### config.mk
export PLATFORM = sky130hd
export DESIGN_NAME = carry_sched
export DESIGN_NICKNAME = d
export VERILOG_FILES = /design/src/rtl/carry_sched.sv
export SDC_FILE = /design/constraint.sdc
export NUM_CORES = 1
export LEC_CHECK = 0
export CAP_MARGIN = 25
export CORE_ASPECT_RATIO = 0.9
export CORE_MARGIN = 2
export CORE_UTILIZATION = 39
export DETAILED_ROUTE_END_ITERATION = 10
export PLACE_DENSITY = 0.7
export SYNTH_ARGS = -nofsm -noshare
export SYNTH_HDL_FRONTEND = slang
export SYNTH_SLANG_ARGS = --single-unit
### constraint.sdc
create_clock -name clk -period 2.3 [get_ports clk]
set_clock_uncertainty 0.1 [all_clocks]
set_input_delay 0.23 -clock clk [delete_from_list [all_inputs] [get_ports clk]]
set_output_delay 0.23 -clock clk [all_outputs]
set_load 0.03 [all_outputs]
### src/rtl/carry_sched.sv
// Round-robin scheduler sharing one 4-bit carry slice between two requesters.
// Each operation walks the operand nibble by nibble, chaining the slice carry.
module carry_sched #(
  parameter int NIBBLES = 4
) (
  input  logic                 clk,
  input  logic                 rst,
  input  logic [1:0]           req_valid,
  output logic [1:0]           req_ready,
  input  logic [4*NIBBLES-1:0] req_data0,
  input  logic [4*NIBBLES-1:0] req_data1,
  input  logic [1:0]           req_cin,
  output logic [3:0]           slice_i,
  output logic                 slice_cin,
  input  logic                 slice_o,
  input  logic                 slice_cout,
  output logic                 rsp_valid,
  input  logic                 rsp_ready,
  output logic                 rsp_id,
  output logic [NIBBLES-1:0]   rsp_result,
  output logic                 rsp_cout
);

  localparam int W  = 4 * NIBBLES;
  localparam int SW = (NIBBLES > 1) ? $clog2(NIBBLES) : 1;
  localparam logic [SW-1:0] LAST = SW'(NIBBLES - 1);

  typedef enum logic [1:0] {
    IDLE,
    RUN,
    DONE
  } state_t;

  state_t state_q, state_d;
  logic              ptr_q, ptr_d;
  logic [SW-1:0]     step_q, step_d;
  logic              carry_q, carry_d;
  logic [W-1:0]      op_q, op_d;
  logic              cin_q, cin_d;
  logic              id_q, id_d;
  logic [NIBBLES-1:0] res_q, res_d;
  logic              cout_q, cout_d;
  logic              gnt;
  logic [W-1:0]      op_sh;

  always_comb begin
    state_d   = state_q;
    ptr_d     = ptr_q;
    step_d    = step_q;
    carry_d   = carry_q;
    op_d      = op_q;
    cin_d     = cin_q;
    id_d      = id_q;
    res_d     = res_q;
    cout_d    = cout_q;
    req_ready = '0;
    slice_i   = '0;
    slice_cin = 1'b0;
    gnt       = req_valid[ptr_q] ? ptr_q : ~ptr_q;
    op_sh     = op_q >> (4 * step_q);
    unique case (state_q)
      IDLE: begin
        if (|req_valid && !rst) begin
          req_ready[gnt] = 1'b1;
          op_d    = gnt ? req_data1 : req_data0;
          cin_d   = req_cin[gnt];
          id_d    = gnt;
          step_d  = '0;
          res_d   = '0;
          state_d = RUN;
        end
      end
      RUN: begin
        slice_i   = op_sh[3:0];
        slice_cin = (step_q == '0) ? cin_q : carry_q;
        res_d[step_q] = slice_o;
        carry_d   = slice_cout;
        if (step_q == LAST) begin
          state_d = DONE;
          cout_d  = slice_cout;
        end else begin
          step_d = step_q + 1'b1;
        end
      end
      DONE: begin
        // hand priority to the other requester once this one is served
        if (rsp_ready) begin
          state_d = IDLE;
          ptr_d   = ~id_q;
        end
      end
      default: state_d = IDLE;
    endcase
  end

  always_ff @(posedge clk) begin
    if (rst) begin
      state_q <= IDLE;
      ptr_q   <= 1'b0;
      step_q  <= '0;
      carry_q <= 1'b0;
      op_q    <= '0;
      cin_q   <= 1'b0;
      id_q    <= 1'b0;
      res_q   <= '0;
      cout_q  <= 1'b0;
    end else begin
      state_q <= state_d;
      ptr_q   <= ptr_d;
      step_q  <= step_d;
      carry_q <= carry_d;
      op_q    <= op_d;
      cin_q   <= cin_d;
      id_q    <= id_d;
      res_q   <= res_d;
      cout_q  <= cout_d;
    end
  end

  assign rsp_valid  = (state_q == DONE);
  assign rsp_id     = id_q;
  assign rsp_result = res_q;
  assign rsp_cout   = cout_q;

endmodule

==> impl_metrics.toml <==
[status]
status = "completed"

[clock_tree]
cts_max_path_buffers = 2
insertion_delay_ns = 0.28
cts.htree.levels = 2
cts_root_buffer = "clkbuf_8"
cts_sinks = 29
cts_hold_buf = 0
cts_made_buffers = 5
cts_tree = "done"
path_clk_slew_ns = 0.06

[synthesis]
synth_compound_area_share_pct = 29.8
ys_seq_area_share_pct = 34.3
synthTopCellsByArea = "dfxtp_1, a311oi_2, a21oi_1, nand3_1, mux4_2"
syn_area_um2 = 1690
synth_mux_area_share_pct = 6.51
yosys_warnings = 0
syn_nets = 231
synthAdderAreaFrac_pct = 2.96
synth.distinct_cells = 34
yosysTopAreaCell = "dfxtp_1"
synthCells = 186
synth_seq_cells = 29
avgSynthCellArea_um2 = 9.09
synthXorXnorAreaFrac_pct = 0
synth_top_family_by_area = "compound AO/OA/AOI/OAI gates"
synthSimpleGateAreaFrac_pct = 19.1
synth_top_cell_area_share_pct = 34.3

[die]
dieArea_um2 = 4880
start_util_pct = 40.9
core_um2 = 4130
die_h_um = 66.5
fp-row-count = 22
ioPinCount = 55
die_x_um = 73.4

[sta]
final.setup.tns_ns = 0
fin_crit_sh_pct = 90.8
hold_slack_ns = 0.354
finalHoldViolCount = 0
finalSetupViolCount = 0
finalCriticalPeriod_ns = 2.09
setup_slack_ns = 0.211
rsz0062_at_grt = "false"
timing.final.max_slew_violations = 0
fmax_mhz = 479
max-slew-margin-rel_pct = 50.4
worst_pin_slew_ns = 0.742

[critical_path]
critical_path.most_common_cell = "nor2_1"
start_kind = "flip-flop"
slowest_stage = "clkdlybuf4s50_1"
crit_path_cell_trace = "buf_4 > nor2_1 > nand3_1 > nor2_1 > clkdlybuf4s50_1"
cp_data_required_time_ns = 1.97
cp_max_fo = 8
end_kind = "output pin"
cp.arrival_ns = 1.76
crit_path_max_incr_delay_ns = 0.68
path_class = "flip-flop to output pin"

[route]
drt_iter0_markers = 86
wire_per_inst_um = 15.3
via_per_inst = 5.63
vias = 1638
dr.pass1.iters = 6
ant_nets = 0
route.detailed.drc = 0
routed_wl_mm = 4.44

[global_route]
track_usage_pct = 20.0
grt_pass1_wl_mm = 7.43
grt_pass1_vias = 1551
overflow = 0
antenna_found_initial = 0
grt_max_degree = 24

[place]
dp_hpwl_mm = 3.25
post-place-ws_ns = 0.134
io_buffers = 54
place.gp.congestion = 0.804

[finish]
final_common_cell = "clkdlybuf4s50_1"
syn_to_final_growth_pct = 40.7
antenna_cells = 0
final_cell_mix = "clkdlybuf4s50_1, a21oi_1, dfxtp_1"
final_nets = 288
drive_gt1_share_pct = 16.5
fin_util_pct = 57.6

[power]
p_leak_uw = 0.000871
power_uw = 1290
pwr_density_cell_nw_per_um2 = 542
ir_drop_v = 0.000268

[hold_path]
hold_path_class = "flip-flop to flip-flop"

[run]
drv_cap = 0
[cells by family (layout without fill, tap and decap cells)]
kind of cell	Yosys count	after routing
compound gates	70	70
fa+ha+maj	4	4
simple gates	54	54
buf+inv	23	80
mux	6	6
flops	29	29
[flip-flops by register name, summed over array words and instances, names as in the netlist]
name / cells
rsp_cout: 1
carry_q: 1
step_q: 2
rsp_result: 4
ptr_q: 1
rsp_id: 1
cin_q: 1
op_q: 16
state_q: 2
[synthesized netlist by cell type, drive strengths merged]
cell,number
nor3,2
o21ai,17
nand3,23
or2,2
inv,6
dfxtp,29
buf,15
and2b,2
and2,4
nand2,4
a311oi,17
mux4,4
o221ai,3
nand3b,3
mux2i,2
or3b,1
nor2b,2
nand2b,5
a21oi,29
clkbuf,2
a21o,1
ha,4
nor2,6
o311ai,1
o211ai,2
[worst max-delay path: cells and delay by family (launching register included)]
kind / cells / cell delay, ns
simple gates: 3 / 0.34
buf+inv: 2 / 0.84
flops: 1 / 0.31
[per-stage QoR]
| step | instances | cell area [um2] |
|---|---|---|
| 6_report | 291 | 2380 |
| 5_1_grt | 291 | 2380 |
| 4_1_cts | 291 | 2380 |
| 3_5_place_dp | 284 | 2300 |
| 3_3_place_gp | 284 | 2300 |
| 2_1_floorplan | 186 | 1690 |
[metal layers]
| metal | vias to the layer above | track usage (%) | part of all wire, % |
|---|---|---|---|
| met3 | 6 | 4.39 | 5.2 |
| met5 | - | 0 | 0 |
| met1 | 771 | 28.3 | 49 |
| met4 | 0 | 10.0 | 1.2 |
| li1 | 815 | - | - |
| met2 | 46 | 28.4 | 45 |
[cell type report]
cell class	instances	area, um2
Timing Repair Buffer	67	642
Multi-Input combinational cell	134	986
Tap cell	48	60.1
Fill cell	360	1750
Clock buffer	7	86.3
Inverter	6	22.5
Sequential cell	29	582
[final timing paths]
kind                            depth (start not counted)               endpoint               startpoint  slack (ns)
worst max register to register                          4  op_q[14]$_SDFFE_PP0P_  state_q[0]$_SDFFE_PP0P_        0.44
worst min register to register                          2   carry_q$_SDFFE_PP0P_     carry_q$_SDFFE_PP0P_        0.35
worst max-delay path                                    5           req_ready[1]  state_q[0]$_SDFFE_PP0P_        0.21
worst min-delay path                                    2   carry_q$_SDFFE_PP0P_     carry_q$_SDFFE_PP0P_        0.35
[repair_timing]
item	CTS	global route
setup endpoints to repair	5	0
resized for setup	6	0
setup buffers	0	0
[where the power goes]
group / switching (uW) / total [uW] / internal (uW)
clock: 185 / 422 / 237
combinational: 143 / 303 / 160
sequential: 25.8 / 564 / 538
total: 354 / 1290 / 935
No activity file was read; power rests on OpenSTA's default activity.
